**src/rtl/sram_ctrl_pkg.sv**
```systemverilog
// Shared sizing and FSM state encoding for the SRAM write-port scheduler.
package sram_ctrl_pkg;

  localparam int SETS   = 128;
  localparam int BANKS  = 8;
  localparam int DATA_W = 32;
  localparam int SET_W  = $clog2(SETS);
  localparam int BANK_W = $clog2(BANKS);

  typedef enum logic [1:0] {
    INIT   = 2'd0,
    IDLE   = 2'd1,
    REFILL = 2'd2
  } state_t;

endpackage

```
**src/rtl/sram_wport_mux.sv**
```systemverilog
// Registered write-port stage: places one word into its bank slot and builds the one-hot mask.
module sram_wport_mux
  import sram_ctrl_pkg::*;
(
  input  logic                    clock,
  input  logic                    reset,
  input  logic                    issue,
  input  logic                    sweep,
  input  logic [BANK_W-1:0]       slot,
  input  logic [SET_W-1:0]        set,
  input  logic [DATA_W-1:0]       word,
  output logic                    w_en,
  output logic [SET_W-1:0]        w_addr,
  output logic [BANKS*DATA_W-1:0] w_data,
  output logic [BANKS-1:0]        w_mask
);

  logic [BANKS*DATA_W-1:0] placed;

  // NOTE: a default on every comb output before the partial-select write keeps this latch-free.
  always_comb begin
    placed = '0;
    placed[slot*DATA_W +: DATA_W] = word;
  end

  // NOTE: sequential state is updated with <= only, so every register samples pre-edge values.
  always_ff @(posedge clock or posedge reset) begin
    if (reset) begin
      w_en   <= 1'b0;
      w_addr <= '0;
      w_data <= '0;
      w_mask <= '0;
    end else if (issue) begin
      w_en   <= 1'b1;
      w_addr <= set;
      w_mask <= sweep ? {BANKS{1'b1}} : (BANKS'(1) << slot);
      w_data <= sweep ? '0 : placed;
    end else begin
      // Address and data hold; only enable and mask are meaningful when idle.
      w_en   <= 1'b0;
      w_mask <= '0;
    end
  end

endmodule

```
**src/rtl/sram_wport_sched.sv**
```systemverilog
// Write-port owner: post-reset clear sweep, then refill-over-store arbitration with store slip.
module sram_wport_sched
  import sram_ctrl_pkg::*;
(
  input  logic                    clock,
  input  logic                    reset,
  output logic                    init_done,
  input  logic                    refill_req_valid,
  output logic                    refill_req_ready,
  input  logic [SET_W-1:0]        refill_req_set,
  input  logic                    refill_beat_valid,
  output logic                    refill_beat_ready,
  input  logic [DATA_W-1:0]       refill_beat_data,
  output logic                    refill_done,
  input  logic                    st_valid,
  output logic                    st_ready,
  input  logic [SET_W-1:0]        st_set,
  input  logic [BANK_W-1:0]       st_bank,
  input  logic [DATA_W-1:0]       st_data,
  input  logic [SET_W-1:0]        sram_r_addr,
  output logic                    sram_w_en,
  output logic [SET_W-1:0]        sram_w_addr,
  output logic [BANKS*DATA_W-1:0] sram_w_data,
  output logic [BANKS-1:0]        sram_w_maskOH,
  output logic                    rd_hazard
);

  state_t              state;
  logic [SET_W-1:0]    sweep_cnt;
  logic [BANK_W-1:0]   beat_cnt;
  logic [SET_W-1:0]    refill_set;

  logic                issue;
  logic                sweep;
  logic [BANK_W-1:0]   slot;
  logic [SET_W-1:0]    set;
  logic [DATA_W-1:0]   word;
  logic                rq_fire;
  logic                beat_fire;
  logic                st_fire;

  always_comb begin
    issue             = 1'b0;
    sweep             = 1'b0;
    slot              = '0;
    set               = '0;
    word              = '0;
    rq_fire           = 1'b0;
    beat_fire         = 1'b0;
    st_fire           = 1'b0;
    refill_req_ready  = 1'b0;
    refill_beat_ready = 1'b0;
    st_ready          = 1'b0;
    case (state)
      INIT: begin
        issue = 1'b1;
        sweep = 1'b1;
        set   = sweep_cnt;
      end
      IDLE: begin
        refill_req_ready = 1'b1;
        st_ready         = !refill_req_valid;
        rq_fire          = refill_req_valid;
        st_fire          = st_valid && st_ready;
      end
      REFILL: begin
        refill_beat_ready = 1'b1;
        // A store slips into beat gaps unless it targets the line being refilled.
        st_ready          = !refill_beat_valid && (st_set != refill_set);
        beat_fire         = refill_beat_valid;
        st_fire           = st_valid && st_ready;
      end
      default: ;
    endcase
    if (beat_fire) begin
      issue = 1'b1;
      slot  = beat_cnt;
      set   = refill_set;
      word  = refill_beat_data;
    end else if (st_fire) begin
      issue = 1'b1;
      slot  = st_bank;
      set   = st_set;
      word  = st_data;
    end
  end

  always_ff @(posedge clock or posedge reset) begin
    if (reset) begin
      state       <= INIT;
      sweep_cnt   <= '0;
      beat_cnt    <= '0;
      refill_set  <= '0;
      init_done   <= 1'b0;
      refill_done <= 1'b0;
    end else begin
      refill_done <= beat_fire && (beat_cnt == BANK_W'(BANKS-1));
      case (state)
        INIT: begin
          sweep_cnt <= sweep_cnt + 1'b1;
          if (sweep_cnt == SET_W'(SETS-1)) begin
            state     <= IDLE;
            init_done <= 1'b1;
          end
        end
        IDLE: begin
          if (rq_fire) begin
            state      <= REFILL;
            refill_set <= refill_req_set;
            beat_cnt   <= '0;
          end
        end
        REFILL: begin
          if (beat_fire) begin
            beat_cnt <= beat_cnt + 1'b1;
            if (beat_cnt == BANK_W'(BANKS-1)) state <= IDLE;
          end
        end
        default: state <= INIT;
      endcase
    end
  end

  sram_wport_mux u_mux (
    .clock  (clock),
    .reset  (reset),
    .issue  (issue),
    .sweep  (sweep),
    .slot   (slot),
    .set    (set),
    .word   (word),
    .w_en   (sram_w_en),
    .w_addr (sram_w_addr),
    .w_data (sram_w_data),
    .w_mask (sram_w_maskOH)
  );

  assign rd_hazard = sram_w_en && (sram_r_addr == sram_w_addr);

endmodule

```
**config.mk**
```make
export PLATFORM = sky130hd
export DESIGN_NAME = sram_wport_sched
export DESIGN_NICKNAME = d
export VERILOG_FILES = /design/src/rtl/sram_ctrl_pkg.sv /design/src/rtl/sram_wport_mux.sv /design/src/rtl/sram_wport_sched.sv
export SDC_FILE = /design/constraint.sdc
export NUM_CORES = 1
export LEC_CHECK = 0
export CAP_MARGIN = 40
export CORE_MARGIN = 2
export CORE_UTILIZATION = 39
export DETAILED_ROUTE_END_ITERATION = 6
export GPL_ROUTABILITY_DRIVEN = 0
export PLACE_DENSITY = 0.69
export SLEW_MARGIN = 20
export SYNTH_ARGS = -nofsm -noshare
export SYNTH_HDL_FRONTEND = slang
export SYNTH_SLANG_ARGS = --single-unit
```
**constraint.sdc**
```tcl
create_clock -name clock -period 29 [get_ports clock]
set_clock_uncertainty 0.15 [all_clocks]
set_input_delay 5.8 -clock clock [delete_from_list [all_inputs] [get_ports clock]]
set_output_delay 5.8 -clock clock [all_outputs]
set_load 0.01 [all_outputs]
```
==> results of run 1 <==
final cells by class:
type / count / area [um^2]
Clock buffer: 44 / 864.6
Clock inverter: 8 / 132.6
Fill cell: 2522 / 12690
Inverter: 12 / 55.05
Multi-Input combinational cell: 714 / 3995
Sequential cell: 293 / 7332
Tap cell: 390 / 488.0
Timing Repair Buffer: 392 / 3998
cell usage in the layout (no fill, tap or decap), types with 11 or more instances in the layout:
cell type        synthesis  layout
nor2_1                  14      14
clkdlybuf4s50_1          0     370
dfrtp_1                293     293
xnor2_1                 12      12
o21ai_0                231     231
buf_4                    1      14
ha_1                    11      11
a21oi_1                 13      13
a22o_1                  11      11
clkbuf_16                0      31
nand2_1                272     272
a22oi_2                 29      29
synth_stat cells, drive strengths merged, types with 3 or more instances:
cell type,count
o21ai,249
o211ai,4
nand4,7
a22oi,33
ha,11
nor2,15
xnor2,12
a21oi,13
a32o,4
and2,4
nand2,272
a22o,12
xor2,8
nor3,3
dfrtp,293
mux2i,3
inv,12
a211oi,5
clkbuf,47
nand3,12
nand2b,4
a21o,6
mux2,9
buf,22
nor2b,4
worst max path at each step:
stage	startpoint	end	slack (ps)	depth (start not counted)
6_report	st_set[2]	st_ready	15260	6
5_1_grt	st_set[2]	st_ready	15140	6
4_1_cts	st_set[2]	st_ready	15230	6
3_5_place_dp	st_set[2]	st_ready	15250	6
3_3_place_gp	st_set[2]	st_ready	15260	6
2_1_floorplan	reset	beat_cnt[0]	14960	1
per-stage QoR:
stage,hold WS (ps),utilization,instances
floorplan,312.6,-,1088
CTS,327.8,0.5705,1853
detailed placement,314.4,0.5368,1801
global placement,310.7,0.5304,1793
finish,325.3,0.5705,1853
global route,343.3,0.5705,1853
registers in the layout (all words and copies together) (netlist names):
name and flops:
refill_done 1, u_mux.w_addr 7, u_mux.w_data 256, state 2, sweep_cnt 7, u_mux.w_en 1, init_done 1, u_mux.w_mask 8
refill_set 7, beat_cnt 3
routing by layer:
metal | GRT usage | vias to the layer above | share of wire
met5 | 0 | - | 0
met4 | 0.08058 | 0 | 0.034
met3 | 0.04167 | 69 | 0.063
met2 | 0.3831 | 335 | 0.48
met1 | 0.3127 | 4755 | 0.42
li1 | - | 4451 | -
worst max-delay path, delay by kind of cell:
family / cells / cell delay [ps]
buffers and inverters: 2 / 920
AND/OR/NAND/NOR: 1 / 460
AO/OA/AOI/OAI: 2 / 410
XOR/XNOR: 1 / 200
power breakdown:
| group | internal (W) | total (W) | switching (W) | leakage [nW] |
|---|---|---|---|---|
| combinational | 0.0000133 | 0.0000260 | 0.0000127 | 2.42 |
| clock | 0.000233 | 0.000392 | 0.000159 | 0.485 |
| sequential | 0.000409 | 0.000409 | 0 | 4.02 |
| total | 0.000655 | 0.000827 | 0.000172 | 6.93 |
cells by family (layout without fill, tap and decap cells):
group | count (synthesis) | after routing | synth area share
multiplexers | 12 | 12 | 0.01126
XOR/XNOR | 20 | 20 | 0.01502
AO/OA/AOI/OAI | 342 | 342 | 0.1860
flip-flops | 293 | 293 | 0.6285
AND/OR/NAND/NOR | 329 | 329 | 0.1173
buffers and inverters | 81 | 456 | 0.03014
adder cells (fa/ha/maj) | 11 | 11 | 0.01180
==> run metrics, run 1 <==
Synth top area share=0.6285; H-tree levels=1; crit path time final=13740 ps; Chip Width=177.0 um; die height=177.0 um; crit-path max FO=4; Starting Density=0.3947; # Max-Cap Violations=0; crit path capture type=primary output; die area=31310 um^2; final antenna-violating net count=0; fmax=0.07276 GHz; initial antenna violation count=0; internal reg-to-reg setup slack=24040 ps; IO Pins=371; Tightest Pin Transition=758.9 ps; final instance area=16860 um^2; Critical Path AT=7790 ps; Slowest cell on crit path=clkdlybuf4s50_1; Hold Buf Count CTS=0; DP Wirelength=25.71 mm; average routed wire per standard cell=20.02 um; Leak=6.931 nW; RSZ-0062 raised after global routing=no; DR DRC count=0; pins over their slew limit=0; hold path endpoint=u_mux.w_data[96]; synthesis-stage register bit count=293; Main synth FF type=dfrtp_1; Netlist cell types=58; final worst setup slack=15260 ps; P per Cell Area=49.02 nW/um^2; origin of the worst min-delay path=u_mux.w_data[96]; Yosys Warn Count=0; Root Buffer=clkbuf_16; Fin. Hold Viols=0; setup TNS=0 ps; post-route clock period utilization=0.4739; area leader, netlist=dfrtp_1; Placed Area=15870 um^2; slew margin rel.=0.4940; critical path class=input port to primary output; r2r startpoint=state[0]; path depth of the worst reg2reg path=15; Setup Fix Bufs, Post-CTS=0; post-placement setup slack=15250 ps; Inserted Clock Buffers=31; status=finished clean; clk_lat worst skew=560 ps; crit-path cells=clkdlybuf4s50_1, xor2_1, nor4_4, a31oi_1, o21a_1, clkdlybuf4s50_1; core area=29560 um^2; CP Launch Type=input port; largest net degree at the start of global routing=79; TritonCTS clock tree=done; Reg-to-Reg End=u_mux.w_data[10]; Syn Inst Count=1088; Setup Viol. Count Final=0; vias=9610; post-synthesis sequential area ratio=0.6285; share of post-route cells with drive strength above 1=0.08817; min-delay worst type=flip-flop to flip-flop; final WL=37.09 mm; Crit path top cell by count=clkdlybuf4s50_1; EDFF count, synth=0; Async SR Flop Fraction=1.000; first-pass GRT wire length=56.65 mm; Starting DRT DRC Count=586; vias in the first global route=9445; total track usage=0.2335; # rows=63; Longest Clk Path Bufs=3; Max stage delay on crit path=470 ps; port buffer count=370; 1st-pass router iterations=5; Sink Count=293; via/cell ratio=5.186; Clock transition at path regs=60 ps; synthesized area=11670 um^2; grt total ovfl=0; number of cells on the worst hold path=2; Final nets=1548; VDD IR max=41.61 uV; Resize count post-CTS=0; Synth Net Count=1192; top post-synthesis cells by area=dfrtp_1, o21ai_0, nand2_1; n_diodes=0; Area growth syn-to-layout=44.56%; syn avg cell area=10.72 um^2; Tot Pwr=0.0008267 W; CP required=23050 ps
(Power assumes the default switching activity.)
==> run 2: changes to the inputs <==
Clock period 29 ns to 13.9 ns, I/O delays scaled along.
==> run metrics, run 2 (same netlist as run 1, synthesis figures left out) <==
status=finished clean; critical path class=input port to flip-flop; # rows=63; Root Buffer=clkbuf_16; min-delay worst type=flip-flop to flip-flop; most common cell after layout, fill and taps aside=clkdlybuf4s50_1; Slowest cell on crit path=nand3_2; total track usage=0.2394; H-tree levels=1; share of post-route cells with drive strength above 1=0.09016; VDD IR max=101.0 uV; Tot Pwr=0.001751 W; crit-path cells=clkdlybuf4s50_1, and2_2, buf_4, nor3_4, and2_2, buf_4, a22oi_1, inv_1, ha_1, nand4b_1, a311o_1, a211oi_1, nand3_2, o21ai_0; Starting DRT DRC Count=641; DP Wirelength=26.18 mm; Fin. Hold Viols=0; CP required=14190 ps; final antenna-violating net count=0; TritonCTS clock tree=done; die height=177.0 um; commonest cells after routing, fill and taps aside=clkdlybuf4s50_1, dfrtp_1, nand2_1; via/cell ratio=5.168; path depth of the worst reg2reg path=15; Longest Clk Path Bufs=3; Inserted Clock Buffers=30; largest register by flop count=u_mux.w_data; crit path capture type=flip-flop; Setup Fix Bufs, Post-CTS=0; vias in the first global route=9572; vias=9587; # Max-Cap Violations=0; initial antenna violation count=0; Resize count post-CTS=0; pins over their slew limit=0; Area growth syn-to-layout=44.73%; Final nets=1545; Setup Viol. Count Final=0; largest net degree at the start of global routing=80; Sink Count=293; RSZ-0062 raised after global routing=no; Chip Width=177.0 um; fmax=0.1295 GHz; first-pass GRT wire length=57.77 mm; 1st-pass router iterations=5; Starting Density=0.3947; crit-path max FO=48; port buffer count=370; crit path time final=7723 ps; core area=29560 um^2; die area=31310 um^2; biggest regs=u_mux.w_data (256), u_mux.w_mask (8); number of cells on the worst hold path=2; max FFs per register=256; final WL=37.76 mm; Critical Path AT=8020 ps; Clock transition at path regs=60 ps; slew margin rel.=0.4675; setup TNS=0 ps; Leak=6.942 nW; CP Launch Type=input port; Tightest Pin Transition=798.8 ps; post-route clock period utilization=0.5556; DR DRC count=0; average routed wire per standard cell=20.36 um; Max stage delay on crit path=690 ps; clk_lat worst skew=550 ps; IO Pins=371; P per Cell Area=103.7 nW/um^2; Hold Buf Count CTS=0; grt total ovfl=0
[run 2: cell types whose count changed in the layout (fill, tap and decap cells not counted)]
cell      change
clkbuf_8      +4
inv_16        -1
clkbuf_1      -2
buf_12        -1
diode_2       +1
buf_8         +1
buf_4         -1
clkinv_2      +1
buf_6         -1
clkinv_4      +1
[run 2: final timing paths]
path | start | to | slack (ps)
min | u_mux.w_data[191] | u_mux.w_data[191] | 320
min reg2reg | u_mux.w_data[191] | u_mux.w_data[191] | 320
min in group asynchronous | reset | u_mux.w_data[57] | 2520
max reg2reg | state[0] | u_mux.w_data[188] | 8060
max in group asynchronous | reset | u_mux.w_data[171] | 9970
max | refill_beat_valid | u_mux.w_data[188] | 6180
[run 2: where the power goes]
part	internal (W)	switching (W)	total (W)
registers	0.000853	0	0.000853
clock network	0.000505	0.000337	0.000842
logic	0.0000281	0.0000282	0.0000562
[run 2: cell type report]
type                    instances  area, um^2
clock buffers                  46       912.1
well taps                     390       488.0
diodes                          1       2.502
fillers                      2544       12670
repair buffers                390        3974
multi-input cells             714        3995
clock inverters                 9       126.4
flip-flops and latches        293        7332
inverters                      12       55.05
[run 2: per-stage QoR]
stage / instance area [um^2] / utilization / hold slack (ps) / std cells / worst slack (ps)
floorplan: 11670 / - / 312.6 / 1088 / 2879
global placement: 15670 / 0.5302 / 310.6 / 1792 / 5812
detailed placement: 15820 / 0.5351 / 313.8 / 1798 / 5611
CTS: 16850 / 0.5702 / 327.8 / 1853 / 6156
global route: 16880 / 0.5711 / 347.6 / 1854 / 5773
finish: 16880 / 0.5712 / 325.0 / 1855 / 6177
[run 2: layer usage]
metal / vias to the layer above / GRT usage / part of all wire
li1: 4441 / - / -
met1: 4743 / 0.3296 / 0.44
met2: 330 / 0.3852 / 0.47
met3: 73 / 0.04253 / 0.056
met4: 0 / 0.07748 / 0.035
met5: - / 0 / 0
[run 2: worst max-delay path, delay by kind of cell]
family                     cells  cell delay, ps
adders and majority gates      1             200
and+or+nand+nor                5            1950
AOI/OAI and AO/OA              4            1480
buffers and inverters          4            1550
==> run 3: changes to the inputs <==
Settings changed: PLACE_DENSITY 0.69 to 0.72.
Clock period 13.9 ns to 6.7 ns, I/O delays scaled along.
==> run metrics, run 3 (same netlist as run 1, synthesis figures left out) <==
path depth of the worst reg2reg path=14; # Max-Cap Violations=0; Reg-to-Reg End=u_mux.w_data[186]; P_sw=0.0007296 W; fillers=2545; RSZ-0062 raised after global routing=no; H-tree levels=1; Tot Pwr=0.003500 W; core area=29560 um^2; die height=177.0 um; number of cells on the worst hold path=2; first-pass GRT wire length=57.67 mm; Chip Width=177.0 um; Clock transition at path regs=60 ps; grt total ovfl=0; r2r startpoint=state[0]; Seq pwr share=0.506; hold path endpoint=u_mux.w_data[107]; origin of the worst min-delay path=u_mux.w_data[107]; IO Pins=371; Leak=6.890 nW; post-placement setup slack=627.2 ps; port buffer count=370; critical path class=input port to flip-flop; Critical Path AT=5820 ps; share of post-route cells with drive strength above 1=0.08948; CP Launch Type=input port; final antenna-violating net count=0; via/cell ratio=5.317; clk_lat worst skew=550 ps; Tightest Pin Transition=1009 ps; P per Cell Area=208.6 nW/um^2; Int Power=0.002770 W; Area growth syn-to-layout=43.84%; 1st-pass router iterations=5; slew margin rel.=0.3277; largest net degree at the start of global routing=176; Resize count post-CTS=0; TritonCTS clock tree=done; fmax=0.1811 GHz; final worst setup slack=1179 ps; total track usage=0.2380; max FFs per register=256; crit path capture type=flip-flop; initial antenna violation count=0; final WL=37.85 mm; post-route clock period utilization=0.8241; largest register by flop count=u_mux.w_data; commonest cells after routing, fill and taps aside=clkdlybuf4s50_1, dfrtp_1, nand2_1; crit path time final=5521 ps; DR DRC count=0; sw frac=0.2085; Setup Fix Bufs, Post-CTS=0; biggest regs=u_mux.w_data (256), u_mux.w_mask (8); n_diodes=0; DP Cell Count=1800; Hold Buf Count CTS=0; pins over their slew limit=0; status=finished clean; Starting Density=0.3947; min-delay worst type=flip-flop to flip-flop; Root Buffer=clkbuf_16; crit-path max FO=29; Sink Count=293; vias in the first global route=9811; logic gate share of total power=0.031; Inserted Clock Buffers=31; vias=9858; Longest Clk Path Bufs=3; setup TNS=0 ps; clock share of power=0.463; most common cell after layout, fill and taps aside=clkdlybuf4s50_1; Setup Viol. Count Final=0; internal reg-to-reg setup slack=1580 ps; average routed wire per standard cell=20.41 um; VDD IR max=170.2 uV; DP Wirelength=26.20 mm; die area=31310 um^2; Fin. Hold Viols=0; Non-Filler Instances=1854; Starting DRT DRC Count=793; # rows=63; CP required=7000 ps; Final nets=1547
## run 3: cell count changes in the layout (fill, tap and decap cells not counted), sizes merged
cell and delta:
bufinv -3, clkbuf +3, clkinv -2, buf +1, diode -1, inv +1
## run 3: layer usage
metal | routed length (um) | vias up | part of all wire | global-route usage
met5 | 0 | - | 0 | 0
met4 | 1257 | 0 | 0.033 | 0.07163
met3 | 2594 | 82 | 0.069 | 0.04403
met2 | 18120 | 403 | 0.48 | 0.3927
met1 | 15880 | 4917 | 0.42 | 0.3203
li1 | - | 4456 | - | -
## run 3: power by group through the flow
| stage | Sequential [W] | Clock [W] | Combinational (W) |
|---|---|---|---|
| final | 0.00177 | 0.00162 | 0.000110 |
| after floorplan | 0.00180 | 0 | 0.0000357 |
| after global placement | 0.00180 | 0 | 0.000111 |
| after detailed placement | 0.00180 | 0 | 0.000112 |
| after global routing | 0.00177 | 0.00173 | 0.000120 |
| after CTS | 0.00177 | 0.00165 | 0.000112 |
## run 3: critical path: stages
cell and delay (ps):
clkdlybuf4s50_1 620, and2_2 510, nor3_4 330, and2_2 620
a22oi_1 240, ha_1 320, ha_1 350, inv_1 90
or3_1 410, or4_4 730, o21ai_0 250
## run 3: area by class of cell
class | instances | area, um^2 | share of cell area
clock inverters | 5 | 32.53 | 0.001939
multi-input cells | 714 | 4000 | 0.2384
clock buffers | 49 | 933.4 | 0.05562
well taps | 390 | 488.0 | 0.02908
flip-flops and latches | 293 | 7332 | 0.4369
inverters | 12 | 51.30 | 0.003057
repair buffers | 391 | 3944 | 0.2350
## run 3: worst max-delay path by stage
stage | slack (ps) | cells after the start | start | end
floorplan | 1320 | 1 | reset | beat_cnt[0]
global placement | 840 | 11 | refill_beat_valid | u_mux.w_data[117]
detailed placement | 630 | 11 | refill_beat_valid | u_mux.w_data[125]
CTS | 1200 | 11 | refill_beat_valid | u_mux.w_data[123]
global route | 910 | 13 | refill_beat_valid | u_mux.w_data[186]
finish | 1180 | 11 | refill_beat_valid | u_mux.w_data[125]
## run 3: through the flow
stage / hold slack, ps / cell area, um^2 / util
2_1_floorplan: 312.6 / 11670 / -
3_3_place_gp: 309.6 / 15790 / 0.5341
4_1_cts: 329.0 / 16780 / 0.5677
5_1_grt: 351.3 / 16780 / 0.5677
3_5_place_dp: 317.0 / 15820 / 0.5350
6_report: 322.9 / 16780 / 0.5677
==> RTL change 1 (config.mk and constraints of run 1) <==
Encoding of `state_t`: now one-hot (3 bits for 3 states).
--- a/src/rtl/sram_ctrl_pkg.sv
+++ b/src/rtl/sram_ctrl_pkg.sv
@@ -7,10 +7,10 @@
   localparam int SET_W  = $clog2(SETS);
   localparam int BANK_W = $clog2(BANKS);
 
-  typedef enum logic [1:0] {
-    INIT   = 2'd0,
-    IDLE   = 2'd1,
-    REFILL = 2'd2
+  typedef enum logic [2:0] {
+    INIT   = 3'b001,
+    IDLE   = 3'b010,
+    REFILL = 3'b100
   } state_t;
 
 endpackage
Behaviour: no difference found for any inputs over 10 cycles, from zero or initial values and one cycle with reset high; not proved beyond that.
==> RTL change 1 against run 1 <==
Synthesized area increased by 0.47%. Critical path depth grew 1. Via count shrank 6.2%. Cell area grew 0.27%. Sequential share of layout area hardly changed. Fmax is 1.3% lower. Setup slack worse by 0.18 ns. Sequential cell count up 1. Routed wire length grew 0.50%. Critical path type unchanged. Highest routed layer unchanged.
Power is not compared: it rests on default switching activity, and its combinational part moved more than twofold at a synthesized area within 25%.
==> RTL change 1: results (changes against run 1) <==
hold path cells 1 (-1); layout cells sized above 1 10.96% (+2.1 points); crit-path max cell delay 0.51 ns (+0.04 ns); worst r2r src refill_set[3]; first-pass GRT wire length 56.46 mm (-0.34%); Final nets 1294 (-16%); met1 usage 30.82% (-0.46 points); met2 Resource Use GR 38.52% (+0.21 points); Worst R2R Setup Slack 24.42 ns (+0.38 ns); Mapped Nets 931 (-22%); r2r endpoint u_mux.w_data[156]; run status complete, no violations; Critical-path top delay cell nor4_2; critical path peak fanout 5 (+1); vias in the first global route 9305 (-1.5%); dpl ws 15.10 ns (-0.1489 ns); 1st-iter DRT viols 601 (+2.6%); Slew @ Worst Pin 0.9418 ns (+0.1828 ns); Min-Delay Endpoint init_done; Synth area leaders dfrtp_1 63%, a22o_1 19%, a22o_4 3.7%, buf_2 1.5%, nand2_1 1.2%; DP Wirelength 25.44 mm (-1.0%); Total Routing Usage GR 23.22% (-0.13 points); final wirelength 37.27 mm (+0.50%); final hold slack 0.3199 ns (-0.005449 ns); R2R cell count 13 (-2); M3 GR Usage 5.441% (+1.3 points)
RTL change 1: cell count changes in the layout (fill, tap and decap cells not counted), moves of 8 or more:
cell     delta
nand3_1     -9
nand2_1   -234
o21ai_1     -8
o21ai_0   -224
o21ai_2    -10
a22o_1    +249
a22oi_2    -29
a22o_4     +24
RTL change 1: layout make-up:
type | count | share of cell area [%]
sequential | 294 | 43.51
multi-input combinational | 462 | 23.88
timing repair buffer | 395 | 23.67
clock buffer | 40 | 5.024
tap | 390 | 2.886
clock inverter | 14 | 0.7547
inverter | 9 | 0.2590
antenna | 1 | 0.01480
RTL change 1: logic make-up after synthesis:
group / count (synthesis) / synth area share [%]
flops: 294 / 62.78
fa+ha+maj: 8 / 0.8540
mux: 7 / 0.6725
simple gates: 96 / 4.761
xor+xnor: 20 / 1.494
buf+inv: 74 / 3.170
compound gates: 331 / 26.27
RTL change 1: worst max-delay path by stage:
stage	slack, ns	startpoint	depth (start not counted)	endpoint
detailed placement	15.10	st_set[3]	7	st_ready
global placement	15.12	st_set[3]	7	st_ready
global route	14.93	st_set[3]	7	st_ready
floorplan	14.93	reset	1	beat_cnt[0]
finish	15.07	st_set[3]	7	st_ready
CTS	15.08	st_set[3]	7	st_ready
RTL change 1: per-layer routing:
layer	wire length, µm	part of all wire [%]
met1	15270	41
met2	18060	48
met3	3037	8.1
met4	902	2.4
met5	0	0
RTL change 1: worst max-delay path: cells and delay by family:
kind | cells | cell delay [ns]
compound gates | 1 | 0.24
xor+xnor | 1 | 0.19
buf+inv | 2 | 0.92
simple gates | 3 | 0.82
RTL change 1: power by group:
part | switching, W | internal, W | leakage [nW]
combinational | 0.0000318 | 0.0000375 | 2.98
clock | 0.000161 | 0.000223 | 0.493
sequential | 0.0000137 | 0.000422 | 4.02
RTL change 1: per-stage QoR:
| step | utilization, % | std cells |
|---|---|---|
| finish | 57.05 | 1605 |
| global route | 57.05 | 1605 |
| CTS | 57.05 | 1604 |
| detailed placement | 53.75 | 1550 |
| global placement | 53.15 | 1541 |
| floorplan | - | 830 |
==> RTL change 2 (config.mk and constraints of run 1) <==
Made on the original files. The package constant `DATA_W` goes from 32 to 48.
--- a/src/rtl/sram_ctrl_pkg.sv
+++ b/src/rtl/sram_ctrl_pkg.sv
@@ -3,7 +3,7 @@
 
   localparam int SETS   = 128;
   localparam int BANKS  = 8;
-  localparam int DATA_W = 32;
+  localparam int DATA_W = 48;
   localparam int SET_W  = $clog2(SETS);
   localparam int BANK_W = $clog2(BANKS);
 
Interface: changed (resized refill_beat_data, sram_w_data and st_data); port bits go from 371 to 531. No check against the original RTL was run, so the function may have changed too.
==> RTL change 2 against run 1 <==
Cell area grew 62%. Sequential cell count grew 128. Synthesized area grew 68%. Routed wire length grew 130%. Sequential power grew 44%. Total power grew 48%. Cell count grew 67%. Worst hold slack gained 0.0018 ns. Clock power grew 53%. Setup slack lost 0.35 ns.
==> RTL change 2: results (changes against run 1) <==
Slew @ Worst Pin 0.9655 ns (+0.2065 ns); setup bufs post-CTS 0 (unchanged); post-cts resize count 0 (unchanged); critical hold path startpoint u_mux.w_data[36]; Adder-Cell Fraction of Synth Area 0.9984% (-0.18 points); first-pass GRT wire length 125.4 mm (+120%); clk_lat worst skew 0.58 ns (+0.02 ns); crit-path max cell delay 0.52 ns (+0.05 ns); Synth area leaders dfrtp_1 54%, a22o_1 9.2%, o21ai_0 4.9%, nand2_1 4.7%, clkbuf_1 2.2%; CTS root buffer clkbuf_16; Largest regs u_mux.w_data (384), u_mux.w_mask (8); port bufs 530 (+43%); total CTS buffers 46 (+48%); vias in the first global route 18520 (+96%); initial antenna violation count 5 (+5); vias per cell 6.122 (+18%); Reg clk slew, reported paths 0.05 ns; worst r2r src state[0]; Worst R2R Setup Slack 21.18 ns (-2.86 ns); Post-synth top cells 421 x dfrtp_1, 247 x nand2_1, 206 x a22o_1, 193 x o21ai_0, 112 x clkbuf_1; 1st-iter DRT viols 2147 (+270%); CP delay by family, top buffers and inverters; layout cells sized above 1 7.539% (-1.3 points); asr flop ratio synth 100.0% (unchanged); Total Routing Usage GR 32.05% (+8.7 points); maximum buffer depth of the clock tree 3 (unchanged); multiplexer share of the synthesized area 2.234% (+1.1 points); compound-gate portion of the synthesized area 27.74% (+9.1 points); # fillers 4414 (+75%); Yosys cell types 78 (+34%); Hold WC Path Type flop to flop; critical path peak fanout 7 (+3); H-tree depth 2 (+1); main combinational cell family by area after synthesis compound AO/OA/AOI/OAI gates; largest net degree at the start of global routing 103 (+30%); Crit. Startpoint st_set[5]; Initial DRT Pass Iterations 6 (+1); DP Wirelength 63.58 mm (+150%); fmax 0.07095 GHz (-2.5%); Seq/Total Area, Yosys 53.89% (-9.0 points); static leakage power 11.05 nW (+59%); YS warnings 0 (unchanged); peak supply drop 0.03972 mV (-4.6%); Final nets 2520 (+63%); final wirelength 85.93 mm (+130%); Sw Pwr 0.0002697 W (+57%); run status complete, no violations; Mapped Nets 2039 (+71%); Critical-path top delay cell o41ai_1; xor and xnor area share after synthesis 1.152% (-0.35 points)
-- RTL change 2: changes by cell type in the layout (fill, tap and decap cells not counted), moves of 32 or more --
cell and change:
clkdlybuf4s50_1 +160, a22oi_1 +32, o22ai_1 +64, nor2_1 +47, a21oi_1 +44, o21ai_1 +51, a22o_1 +195, dfrtp_1 +128
nor3_1 +40, o21ai_0 -40
-- RTL change 2: cell type report --
cell class	count	area share (%)
Tap cell	672	3.082
Sequential cell	421	38.62
Timing Repair Buffer	589	21.72
Clock buffer	67	4.953
Inverter	25	0.3715
Multi-Input combinational cell	1297	30.52
Antenna cell	8	0.07338
Clock inverter	15	0.6650
-- RTL change 2: final timing paths --
path,to,cells past startpoint
hold / removal,u_mux.w_data[36],2
setup / recovery,st_ready,6
setup reg to reg,u_mux.w_data[374],19
hold reg to reg,u_mux.w_data[36],2
min in group asynchronous,state[0],2
max in group asynchronous,u_mux.w_data[164],6
-- RTL change 2: logic make-up after synthesis --
| logic type | after synthesis |
|---|---|
| buf+inv | 181 |
| flops | 421 |
| fa+ha+maj | 15 |
| mux | 42 |
| simple gates | 446 |
| compound gates | 770 |
| xor+xnor | 24 |
-- RTL change 2: power groups by stage --
stage                     Sequential, W  Combinational [W]  Clock (W)
after global routing           0.000587          0.0000434   0.000630
after floorplan                0.000599          0.0000127          0
final                          0.000587          0.0000400   0.000599
after CTS                      0.000587          0.0000398   0.000607
after global placement         0.000598          0.0000378          0
after detailed placement       0.000598          0.0000396          0
-- RTL change 2: tightest hold or removal path: stages, from the launching register on --
cell     delay [ns]
dfrtp_1        0.34
nand2_1        0.04
o21ai_0        0.06
-- RTL change 2: routing by layer --
| layer | track usage [%] | share of wire (%) | routed length, µm |
|---|---|---|---|
| met5 | 0 | 0.015 | 13 |
| met1 | 40.93 | 39 | 33420 |
| met2 | 50.98 | 46 | 39690 |
| met4 | 14.20 | 4.5 | 3848 |
| met3 | 8.913 | 10 | 8965 |
-- RTL change 2: stage by stage --
stage / utilization, % / area, µm² / hold WS (ns) / total power, W / cells
5_1_grt: 54.69 / 27270 / 0.3470 / 0.001260 / 3090
3_3_place_gp: 50.82 / 25340 / 0.3111 / 0.0006360 / 2976
6_report: 54.71 / 27280 / 0.3272 / 0.001226 / 3094
2_1_floorplan: - / 19550 / 0.3046 / 0.0006113 / 1899
3_5_place_dp: 51.29 / 25580 / 0.3199 / 0.0006378 / 2995
4_1_cts: 54.37 / 27110 / 0.3323 / 0.001234 / 3077
